==> config.mk <==
export PLATFORM = sky130hd
export DESIGN_NAME = outport_vc_grant_responder_flat
export DESIGN_NICKNAME = d
export VERILOG_FILES = /design/src/rtl/outport_vc_grant_responder_if.sv /design/src/rtl/outport_vc_grant_responder.sv /design/src/flat_wrapper.sv
export SDC_FILE = /design/constraint.sdc
export NUM_CORES = 1
export LEC_CHECK = 0
export CORE_MARGIN = 2
export CORE_UTILIZATION = 25
export DETAILED_ROUTE_END_ITERATION = 8
export SKIP_LAST_GASP = 1
export SYNTH_ARGS = -nofsm -noshare
export SYNTH_HDL_FRONTEND = slang
export SYNTH_SLANG_ARGS = --single-unit
==> constraint.sdc <==
create_clock -name clk -period 11 [get_ports clk]
set_clock_uncertainty 0.1 [all_clocks]
set_input_delay 2.75 -clock clk [delete_from_list [all_inputs] [get_ports clk]]
set_output_delay 2.75 -clock clk [all_outputs]
set_load 0.03 [all_outputs]
==> src/rtl/outport_vc_grant_responder_if.sv <==
// Request/grant/release bundle between the input ports and one output-port
// VC grant responder. The requester side drives the requests and releases.
// The responder side drives the grant pulse and the VC occupancy.
interface outport_vc_grant_responder_if #(
  parameter int unsigned no_inport                   = 6,
  parameter int unsigned no_vc                       = 13,
  parameter int unsigned floorplusone_log2_no_vc     = 4,
  parameter int unsigned floorplusone_log2_no_inport = 3
);
  logic                                            en;
  logic [no_inport-1:0]                            req_vec;
  logic [no_inport*floorplusone_log2_no_vc-1:0]    req_invc;
  logic [no_inport*no_vc-1:0]                      req_allow_vcs;
  logic                                            release_valid;
  logic [floorplusone_log2_no_vc-1:0]              release_vc;
  logic [no_inport-1:0]                            ok_vec;
  logic                                            grant_valid;
  logic [floorplusone_log2_no_inport-1:0]          grant_inport;
  logic [floorplusone_log2_no_vc-1:0]              grant_invc;
  logic [floorplusone_log2_no_vc-1:0]              grant_outvc;
  logic [no_vc-1:0]                                vc_busy;

  modport master (
    output en, req_vec, req_invc, req_allow_vcs, release_valid, release_vc,
    input  ok_vec, grant_valid, grant_inport, grant_invc, grant_outvc, vc_busy
  );

  modport slave (
    input  en, req_vec, req_invc, req_allow_vcs, release_valid, release_vc,
    output ok_vec, grant_valid, grant_inport, grant_invc, grant_outvc, vc_busy
  );
endinterface

==> src/rtl/outport_vc_grant_responder.sv <==
// Output-port VC grant responder.
// The block round-robins among the eligible input ports. It allocates the
// lowest free allowed output VC to the winner. It returns a one-cycle ok pulse,
// then waits one dead cycle so the requester's residual vector can settle.
// The block tracks which output VCs are busy until a tail release frees them.
module outport_vc_grant_responder #(
  parameter int unsigned no_inport                   = 6,
  parameter int unsigned no_vc                       = 13,
  parameter int unsigned floorplusone_log2_no_vc     = 4,
  parameter int unsigned floorplusone_log2_no_inport = 3
) (
  input  logic                           clk,
  input  logic                           reset,
  outport_vc_grant_responder_if.slave    bus
);

  localparam int unsigned VW = floorplusone_log2_no_vc;
  localparam int unsigned IW = floorplusone_log2_no_inport;

  typedef enum logic [1:0] {IDLE, GRANT, HOLD} state_t;

  state_t               state;
  logic [IW-1:0]        rr_ptr;
  logic [no_inport-1:0] ok_q;
  logic                 grant_valid_q;
  logic [IW-1:0]        grant_inport_q;
  logic [VW-1:0]        grant_invc_q;
  logic [VW-1:0]        grant_outvc_q;
  logic [no_vc-1:0]     vc_busy_q;

  logic [VW-1:0]        invc  [no_inport];
  logic [no_vc-1:0]     avail [no_inport];
  logic [no_inport-1:0] eligible;

  logic                 win_found;
  logic [IW-1:0]        win_idx;
  logic [no_inport-1:0] win_onehot;
  logic [VW-1:0]        win_invc;
  logic [no_vc-1:0]     win_avail;

  logic [VW-1:0]        win_outvc;
  logic [no_vc-1:0]     win_vc_onehot;
  logic                 take_grant;
  logic [no_vc-1:0]     alloc_mask;
  logic [no_vc-1:0]     rel_mask;
  logic [IW-1:0]        rr_next;

  // Slice the per-inport fields and decide which inports may be granted
  always_comb begin
    for (int unsigned i = 0; i < no_inport; i++) begin
      invc[i]     = bus.req_invc[i*VW +: VW];
      avail[i]    = bus.req_allow_vcs[i*no_vc +: no_vc] & ~vc_busy_q;
      eligible[i] = bus.req_vec[i] && (invc[i] != '0) && (avail[i] != '0);
    end
  end

  // Round-robin search: the first eligible inport at or after rr_ptr, with wrap
  always_comb begin
    int unsigned cand;
    cand       = 0;
    win_found  = 1'b0;
    win_idx    = '0;
    win_onehot = '0;
    win_invc   = '0;
    win_avail  = '0;
    for (int unsigned off = 0; off < no_inport; off++) begin
      cand = 32'(rr_ptr) + off;
      if (cand >= no_inport) cand = cand - no_inport;
      if (!win_found && eligible[cand[IW-1:0]]) begin
        win_found             = 1'b1;
        win_idx               = cand[IW-1:0];
        win_onehot[cand[IW-1:0]] = 1'b1;
        win_invc              = invc[cand[IW-1:0]];
        win_avail             = avail[cand[IW-1:0]];
      end
    end
  end

  // Pick the lowest free allowed output VC for the winner (ids start at 1)
  always_comb begin
    win_outvc     = '0;
    win_vc_onehot = '0;
    for (int unsigned k = 0; k < no_vc; k++) begin
      if (win_avail[k] && (win_outvc == '0)) begin
        win_outvc        = VW'(k + 1);
        win_vc_onehot[k] = 1'b1;
      end
    end
  end

  // Decode the grant, the release and the pointer advance.
  // Out-of-range release ids match no bit, so they are ignored here.
  always_comb begin
    take_grant = (state == IDLE) && bus.en && win_found;
    alloc_mask = take_grant ? win_vc_onehot : '0;
    rel_mask   = '0;
    for (int unsigned k = 0; k < no_vc; k++) begin
      if (bus.release_valid && (bus.release_vc == VW'(k + 1))) rel_mask[k] = 1'b1;
    end
    rr_next = (win_idx == IW'(no_inport - 1)) ? '0 : win_idx + 1'b1;
  end

  // Grant FSM with registered outputs and VC occupancy tracking.
  // Allocation uses the busy vector from before the release, so a VC freed in
  // this cycle can only be granted on the next IDLE evaluation.
  always_ff @(posedge clk) begin
    if (reset) begin
      state          <= IDLE;
      rr_ptr         <= '0;
      ok_q           <= '0;
      grant_valid_q  <= 1'b0;
      grant_inport_q <= '0;
      grant_invc_q   <= '0;
      grant_outvc_q  <= '0;
      vc_busy_q      <= '0;
    end else begin
      vc_busy_q <= (vc_busy_q & ~rel_mask) | alloc_mask;
      case (state)
        IDLE: begin
          if (take_grant) begin
            ok_q           <= win_onehot;
            grant_valid_q  <= 1'b1;
            grant_inport_q <= win_idx;
            grant_invc_q   <= win_invc;
            grant_outvc_q  <= win_outvc;
            rr_ptr         <= rr_next;
            state          <= GRANT;
          end
        end
        GRANT: begin
          ok_q           <= '0;
          grant_valid_q  <= 1'b0;
          grant_inport_q <= '0;
          grant_invc_q   <= '0;
          grant_outvc_q  <= '0;
          state          <= HOLD;
        end
        HOLD: begin
          state <= IDLE;
        end
        default: begin
          state <= IDLE;
        end
      endcase
    end
  end

  assign bus.ok_vec       = ok_q;
  assign bus.grant_valid  = grant_valid_q;
  assign bus.grant_inport = grant_inport_q;
  assign bus.grant_invc   = grant_invc_q;
  assign bus.grant_outvc  = grant_outvc_q;
  assign bus.vc_busy      = vc_busy_q;

  // Grant pulses are one-hot, last exactly one cycle, and never name VC 0
  a_ok_onehot: assert property (@(posedge clk) disable iff (reset)
    grant_valid_q |-> $onehot(ok_q));
  a_one_cycle: assert property (@(posedge clk) disable iff (reset)
    grant_valid_q |=> !grant_valid_q);
  a_outvc_nonzero: assert property (@(posedge clk) disable iff (reset)
    grant_valid_q |-> (grant_outvc_q != '0));

endmodule

==> src/flat_wrapper.sv <==
// flat-port wrapper written by rule: the top's interface ports become plain ports
module outport_vc_grant_responder_flat 
#(
  parameter int unsigned no_inport                   = 6,
  parameter int unsigned no_vc                       = 13,
  parameter int unsigned floorplusone_log2_no_vc     = 4,
  parameter int unsigned floorplusone_log2_no_inport = 3
)
  (clk, reset, bus_en, bus_req_vec, bus_req_invc, bus_req_allow_vcs, bus_release_valid, bus_release_vc, bus_ok_vec, bus_grant_valid, bus_grant_inport, bus_grant_invc, bus_grant_outvc, bus_vc_busy);
  outport_vc_grant_responder_if #(.no_inport(no_inport), .no_vc(no_vc), .floorplusone_log2_no_vc(floorplusone_log2_no_vc), .floorplusone_log2_no_inport(floorplusone_log2_no_inport)) bus_i ();
  input  logic clk;
  input  logic reset;
  input wire logic [$bits(bus_i.en)-1:0] bus_en;
  input wire logic [$bits(bus_i.req_vec)-1:0] bus_req_vec;
  input wire logic [$bits(bus_i.req_invc)-1:0] bus_req_invc;
  input wire logic [$bits(bus_i.req_allow_vcs)-1:0] bus_req_allow_vcs;
  input wire logic [$bits(bus_i.release_valid)-1:0] bus_release_valid;
  input wire logic [$bits(bus_i.release_vc)-1:0] bus_release_vc;
  output wire logic [$bits(bus_i.ok_vec)-1:0] bus_ok_vec;
  output wire logic [$bits(bus_i.grant_valid)-1:0] bus_grant_valid;
  output wire logic [$bits(bus_i.grant_inport)-1:0] bus_grant_inport;
  output wire logic [$bits(bus_i.grant_invc)-1:0] bus_grant_invc;
  output wire logic [$bits(bus_i.grant_outvc)-1:0] bus_grant_outvc;
  output wire logic [$bits(bus_i.vc_busy)-1:0] bus_vc_busy;
  assign bus_i.en = bus_en;
  assign bus_i.req_vec = bus_req_vec;
  assign bus_i.req_invc = bus_req_invc;
  assign bus_i.req_allow_vcs = bus_req_allow_vcs;
  assign bus_i.release_valid = bus_release_valid;
  assign bus_i.release_vc = bus_release_vc;
  assign bus_ok_vec = bus_i.ok_vec;
  assign bus_grant_valid = bus_i.grant_valid;
  assign bus_grant_inport = bus_i.grant_inport;
  assign bus_grant_invc = bus_i.grant_invc;
  assign bus_grant_outvc = bus_i.grant_outvc;
  assign bus_vc_busy = bus_i.vc_busy;
  outport_vc_grant_responder #(.no_inport(no_inport), .no_vc(no_vc), .floorplusone_log2_no_vc(floorplusone_log2_no_vc), .floorplusone_log2_no_inport(floorplusone_log2_no_inport)) u_core (.clk(clk), .reset(reset), .bus(bus_i));
endmodule
## After elaboration in Yosys (flattened, before gate mapping)

Index checks and enable logic that the tools add are counted.

- $lt $le $gt $ge: 24
- Multiplexer cells: 149
- Bitwise operators: 21
- Add/subtract/negate cells: 12
- Equal/unequal tests: 16
- Reduce and logical (&&, ||, !) cells: 83

Operators with widths:

| kind | count |
|---|---|
| $mux W13 | 19 |
| $bmux W13 S3 | 6 |
| $mux W4 | 26 |
| $and A13 B13 Y13 | 7 |
| $reduce_bool A13 Y1 | 6 |
| $bmux W4 S3 | 6 |
| $mux W3 | 18 |
| $logic_and A1 B1 Y1 | 50 |
| $logic_not A4 Y1 | 12 |
| $mux W1 | 46 |
| $mux W6 | 7 |
| $or A6 B6 Y6 | 5 |
| $not A13 Y13 | 2 |
| $eq A4 B4 Y1 const B | 6 |
| $ge A4 B4 Y1 const B | 6 |
| $lt A3 B4 Y1 const B | 6 |
| $not A3 Y4 | 6 |
| $reduce_bool A4 Y1 | 6 |
| $ge A4 B3 Y1 const B | 5 |
| $bmux W1 S3 | 6 |
| $demux W1 S3 | 6 |
| $ge A3 B1 Y1 const B | 6 |
| $sub A3 B3 Y3 const B | 6 |
| $eq A4 B3 Y1 const B | 4 |
| 21 further kinds | 32 |

- Bits of input ports: 116
- Register bits after elaboration: 36
- Output and inout bits: 31

## Longest topological paths before layout

Gate-level depths: netlist of the first run.

- Depth after elaboration: 61
- Mapped depth: 18
- Gate-level depth less buffers: 15

## Least setup slack after synthesis of the first run

No wires, ideal clock.

- Path kind: input -> register
- Start: in bus_req_allow_vcs[13]
- End: reg u_core.grant_outvc_q[1] (netlist: u_core.bus.grant_outvc[1])
- Arrival: 5.992 ns
- Stages on the path: 15
- Slack: 4.838 ns
- Buffers on the path: 2
- Data required time: 10.830 ns
- Path through: nor2b_1 a2111o_1 a221o_1 o21ai_2 a211oi_1 or3_1 buf_6 buf_6 nand2_2 o211ai_2 o31a_4 or4_4 nor4_4 o21ba_1 o21ai_1

- Cells in the longest elaborated chain, start to end: 60

Ends and longest elaborated chain:

| what | line | text |
|---|---|---|
| from (decl) | flat_wrapper.sv:16 | `input wire logic [$bits(bus_i.req_allow_vcs)-1:0] bus_req_allow_vcs;` |
| $and A13 B13 Y13 (*) | outport_vc_grant_responder.sv:52 | `avail[i] = bus.req_allow_vcs[i*no_vc +: no_vc] & ~vc_busy_q;` |
| $reduce_bool A13 Y1 | outport_vc_grant_responder.sv:53 | `eligible[i] = bus.req_vec[i] && (invc[i] != '0) && (avail[i] != '0);` |
| $logic_and A1 B1 Y1 | outport_vc_grant_responder.sv:53 |  |
| $bmux W1 S3 | outport_vc_grant_responder.sv:69 | `if (!win_found && eligible[cand[IW-1:0]]) begin` |
| $mux W1 (not written as such) | outport_vc_grant_responder.sv:69 |  |
| $mux W1 | outport_vc_grant_responder.sv:69 |  |
| $logic_not A1 Y1 | outport_vc_grant_responder.sv:69 |  |
| $logic_and A1 B1 Y1 | outport_vc_grant_responder.sv:69 |  |
| (+44 left out) | - |  |
| $logic_not A4 Y1 | outport_vc_grant_responder.sv:84 | `if (win_avail[k] && (win_outvc == '0)) begin` |
| $logic_and A1 B1 Y1 | outport_vc_grant_responder.sv:84 |  |
| $mux W4 | outport_vc_grant_responder.sv:84 |  |
| $logic_not A4 Y1 | outport_vc_grant_responder.sv:84 |  |
| $logic_and A1 B1 Y1 | outport_vc_grant_responder.sv:84 |  |
| $mux W4 | outport_vc_grant_responder.sv:84 |  |
| $mux W4 | outport_vc_grant_responder.sv:120 | `if (take_grant) begin` |
| $pmux W4 S2 | outport_vc_grant_responder.sv:118 | `case (state)` |
| to (signal assigned) | outport_vc_grant_responder.sv:125 | `grant_outvc_q <= win_outvc;` |
| to (decl) | outport_vc_grant_responder.sv:28 | `logic [VW-1:0] grant_outvc_q;` |

Mark *: on every way between the ends. The rest lies on a longest branch, timed or not. The select of a mux whose other input is x is not followed.
A chain may end at the register's enable or synchronous reset.

## Worst setup path in the final report of the first run

- Start: in bus_req_allow_vcs[15]
- End: reg u_core.grant_outvc_q[0] (netlist: u_core.bus.grant_outvc[0])

The elaborated chain is that of the path after synthesis.

==> results_dict.tcl, run 1 <==
set metrics [dict create \
    syn_area_um2 7440 \
    design.core.area_um2 29500 \
    drv_slew 0 \
    final_nets 1359 \
    dp_hpwl_um 32800 \
    yosysTopAreaCellShare 0.129 \
    setup_viol 0 \
    grt_pass1_wl_um 62400 \
    routedWlPerCell_um 26.3 \
    io_buffers 146 \
    routed_wirelength_um 42700 \
    ff2ff_setup_slack_ns 4.10 \
    area_delta_synth_final_pct 26.3 \
    grt_max_degree 72 \
    path_class "input port to flop" \
    avgViaCountPerCell 6.24 \
    end_kind "flop" \
    start_util 0.253 \
    postRouteAntennaNets 0 \
    clock.fmax_mhz 132 \
    path_clk_slew_ns 0.06 \
    hold_depth 2 \
    synthTopCellsByCount "nand2_1, nor2_1, a21oi_1" \
    cts_buffers 5 \
    synth.distinct_cells 87 \
    first_pass_iters 7 \
    place.gp.congestion 1.11 \
    htreeDepth 2 \
    yosys_most_used_dff "dfxtp_1" \
    fill_cells 3263 \
    grt_pass1_vias 9546 \
    critPathMaxFanout 22 \
    placementRows 63 \
    grt.overflow.total 0 \
    worstHoldPathType "flop to flop" \
    tightestPinTransition_ns 1.19 \
    vias 10139 \
    slew_headroom 0.204 \
    drcViolationCount 0 \
    antenna_cells 0 \
    yosys_warnings 0 \
    critPathLaunchType "input port" \
    hold_buffers 0 \
    synth_area_leaders "mux2i_1, dfxtp_1, nand2_1, a21oi_1, nor2_1" \
    cts.sinks 36 \
    cts-resized-gates 0 \
    yosysMostFrequentCell "nand2_1" \
    avgSynthCellArea_um2 6.55 \
    r2r_cells 15 \
    clk_latency_ns 0.28 \
    die_y_um 177 \
    hold_viol_final 0 \
    fin_crit_sh 0.687 \
    synthArstFlopShare 0 \
    drive_gt1_frac 0.0810 \
    first_iter_violations 1440 \
    maxCapViolCount 0 \
    finalCriticalPeriod_ns 7.56 \
    dieArea_um2 31200 \
    ioPinCount 147 \
    crit_arrival_ns 7.61 \
    netlist_instances 1136 \
    synth-edff-count 0 \
    seq_area_um2 724 \
    multiInputGateArea_um2 6290 \
    syn_nets 1261 \
    setup_tns_ns 0 \
    die_w_um 177 \
    postCtsSetupBuffers 0 \
    yosys.area.top_type "mux2i_1" \
    cts-root-buf "clkbuf_16" \
    cts_tree "built" \
    status "completed" \
    cp.required_ns 11.05 \
    cts_max_path_buffers 2 \
    antenna_found_initial 1 \
    seq_area_frac_synth 0.0968 \
    rsz0062_at_grt "no" \
    synth_seq_cells 36 \
    grt.total_usage 0.267 \
]
[routing by layer]
| layer | GRT usage | vias to the layer above | share of wire |
|---|---|---|---|
| met5 | 0 | - | 0.00037 |
| met4 | 0.112 | 2 | 0.047 |
| met3 | 0.0515 | 113 | 0.11 |
| met2 | 0.406 | 676 | 0.42 |
| met1 | 0.365 | 4854 | 0.42 |
| li1 | - | 4494 | - |
[worst max-delay path: stages]
cell and delay [ns]:
clkdlybuf4s50_1 0.45, a222oi_1 0.58, nand3_1 0.34, o21ai_1 0.42, a31oi_2 0.23, o21ai_2 0.17
buf_4 0.34, nand3_2 0.30, nor2_1 0.66, buf_4 0.33, o31a_4 0.27, nor3_2 0.12
and2_1 0.20, a221oi_1 0.29, o211ai_1 0.13
[registers in the layout, indices dropped and copies added (netlist names)]
name and count:
u_core.bus.grant_inport 3, u_core.bus.grant_invc 4, u_core.bus.grant_outvc 4, u_core.bus.grant_valid 1
u_core.bus.ok_vec 6, u_core.bus.vc_busy 13, u_core.rr_ptr 3, u_core.state 2
[layout make-up]
type,count,area share
Multi-Input combinational cell,999,0.669
Inverter,20,0.00825
Timing Repair Buffer,172,0.176
Tap cell,390,0.0519
Clock inverter,3,0.00453
Sequential cell,36,0.0771
Clock buffer,5,0.0133
[cells by family after synthesis]
logic type,synth area share
mux,0.173
fa+ha+maj,0.0151
flops,0.0968
buf+inv,0.0612
simple gates,0.284
xor+xnor,0.0106
compound gates,0.359
[placed cells by master (no fill, tap or decap), types with 28 or more instances in the layout]
cell,synthesis,routed
nand2_1,155,155
nor2_1,135,135
o21ai_0,71,71
o22ai_1,28,28
dfxtp_1,36,35
nand3_1,41,41
mux2i_1,96,96
clkdlybuf4s50_1,0,146
nor3_1,42,42
a21oi_1,102,102
[per-stage QoR]
| step | hold slack [ns] | util | cells | cell area [um^2] | setup slack (ns) |
|---|---|---|---|---|---|
| 3_3_place_gp | 0.350 | 0.313 | 1617 | 9230 | 3.37 |
| 2_1_floorplan | 0.392 | - | 1136 | 7440 | 4.84 |
| 5_1_grt | 0.392 | 0.319 | 1625 | 9400 | 3.25 |
| 4_1_cts | 0.370 | 0.319 | 1625 | 9400 | 3.67 |
| 6_report | 0.363 | 0.319 | 1625 | 9400 | 3.44 |
| 3_5_place_dp | 0.351 | 0.313 | 1617 | 9230 | 3.36 |
[final timing paths]
path / start / end
worst max-delay path: bus_req_allow_vcs[15] / u_core.bus.grant_outvc[0]
worst max register to register: u_core.rr_ptr[0] / u_core.bus.grant_outvc[0]
worst min register to register: u_core.bus.grant_invc[2] / u_core.bus.grant_invc[2]
worst min-delay path: u_core.bus.grant_invc[2] / u_core.bus.grant_invc[2]
Power of run 1 is left out: the tool's default activity adds up to more than one toggle a clock period on the data nets, which glitch-free logic cannot reach.
==> inputs of run 2 (changes only) <==
==> constraint.sdc (replaced) <==
create_clock -name clk -period 7.5 [get_ports clk]
set_clock_uncertainty 0.1 [all_clocks]
set_input_delay 1.875 -clock clk [delete_from_list [all_inputs] [get_ports clk]]
set_output_delay 1.875 -clock clk [all_outputs]
set_load 0.03 [all_outputs]
==> run 2 against run 1 <==
Compared with the run above: routed wire length increased by 1.8%; critical endpoint unchanged; utilization increased by 0.38 points; non-clock buffer count increased by 15; cell area increased by 1.2%; first-iteration DRC count decreased by 8.1%; count of clock-buffer cells in the layout unchanged; highest routed layer is now met4; cell count increased by 0.92%; via count increased by 0.20%.
==> results_dict.tcl, run 2 (synthesized netlist as in run 1, its figures left out) <==
set metrics [dict create \
    end_kind "flop" \
    io_buffers 146 \
    grt_pass1_vias 9764 \
    drcViolationCount 0 \
    slowest_stage "o41ai_1" \
    area_delta_synth_final_pct 27.8 \
    htreeDepth 2 \
    hold_viol_final 0 \
    cts-root-buf "clkbuf_16" \
    cts.sinks 36 \
    placementRows 63 \
    crit_arrival_ns 7.02 \
    start_util 0.253 \
    path_cells "clkdlybuf4s50_1 > o41ai_1 > nor2_1 > o21ai_1 > a21oi_1 > nor3_2 > buf_4 > o21ai_0 > o21ai_0 > a22o_1 > nand3_2 > o31ai_1 > o2111ai_1 > o211ai_1" \
    vias 10159 \
    fin_crit_sh 0.922 \
    setup_viol 0 \
    dp_hpwl_um 33400 \
    tightestPinTransition_ns 1.21 \
    grt.total_usage 0.272 \
    grt_max_degree 68 \
    largest_reg_flops 13 \
    cts_buffers 5 \
    final_common_cell "nand2_1" \
    cts_max_path_buffers 2 \
    critPathMaxFanout 11 \
    cpMostUsedCell "o21ai_0" \
    fill_cells 3262 \
    first_iter_violations 1324 \
    die_w_um 177 \
    routed_wirelength_um 43500 \
    cts-resized-gates 0 \
    path_class "input port to flop" \
    max_stage_delay_ns 1.06 \
    setup_tns_ns 0 \
    worstHoldPathType "flop to flop" \
    hold_buffers 0 \
    critPathLaunchType "input port" \
    final_cell_mix "nand2_1, clkdlybuf4s50_1, nor2_1" \
    grt_pass1_wl_um 63400 \
    antenna_found_initial 0 \
    postRouteAntennaNets 0 \
    place.gp.congestion 1.07 \
    antenna_cells 0 \
    first_pass_iters 6 \
    final_nets 1374 \
    grt.overflow.total 0 \
    avgViaCountPerCell 6.19 \
    ioPinCount 147 \
    die_y_um 177 \
    path_clk_slew_ns 0.06 \
    clock.fmax_mhz 145 \
    status "completed" \
    maxCapViolCount 0 \
    clk_latency_ns 0.28 \
    slew_headroom 0.186 \
    postCtsSetupBuffers 0 \
    drive_gt1_frac 0.0920 \
    finalCriticalPeriod_ns 6.91 \
    drv_slew 0 \
    design.core.area_um2 29500 \
    rsz0062_at_grt "no" \
    routedWlPerCell_um 26.5 \
    dieArea_um2 31200 \
    cp.required_ns 7.60 \
    cts_tree "built" \
]
## run 2: worst max-delay path, delay by kind of cell
kind | cells | cell delay, ns
simple gates | 3 | 1.02
buf+inv | 2 | 0.83
compound gates | 9 | 3.28
## run 2: final timing paths
| kind | cells past startpoint | slack [ns] | end | startpoint |
|---|---|---|---|---|
| max | 14 | 0.59 | u_core.bus.grant_outvc[0] | bus_req_invc[14] |
| min | 2 | 0.37 | u_core.bus.grant_inport[0] | u_core.bus.grant_inport[0] |
| max reg2reg | 13 | 1.24 | u_core.bus.grant_outvc[0] | u_core.rr_ptr[0] |
| min reg2reg | 2 | 0.37 | u_core.bus.grant_inport[0] | u_core.bus.grant_inport[0] |
## run 2: area by class of cell
type	instances	area, um^2	share of cell area
multi-input cells	999	6290	0.661
flip-flops and latches	36	724	0.0762
repair buffers	187	1770	0.186
clock buffers	5	125	0.0132
well taps	390	488	0.0513
inverters	20	77.6	0.00815
clock inverters	3	42.5	0.00447
## run 2: per-layer routing
metal | GRT usage | part of all wire | routed length (um)
met1 | 0.366 | 0.43 | 18700
met2 | 0.413 | 0.42 | 18300
met3 | 0.0573 | 0.099 | 4290
met4 | 0.128 | 0.050 | 2160
met5 | 0 | 0 | 0
## run 2: through the flow
stage                      util  area (um^2)  std cells  hold WS [ns]  setup slack [ns]
final                     0.323         9510       1640         0.374             0.587
after floorplan               -         7440       1136         0.392              2.21
after CTS                 0.323         9510       1640         0.384             0.864
after global routing      0.323         9510       1640         0.406             0.569
after detailed placement  0.317         9350       1632         0.365             0.588
after global placement    0.317         9350       1632         0.360             0.546
Power of run 2 is left out for the same reason.
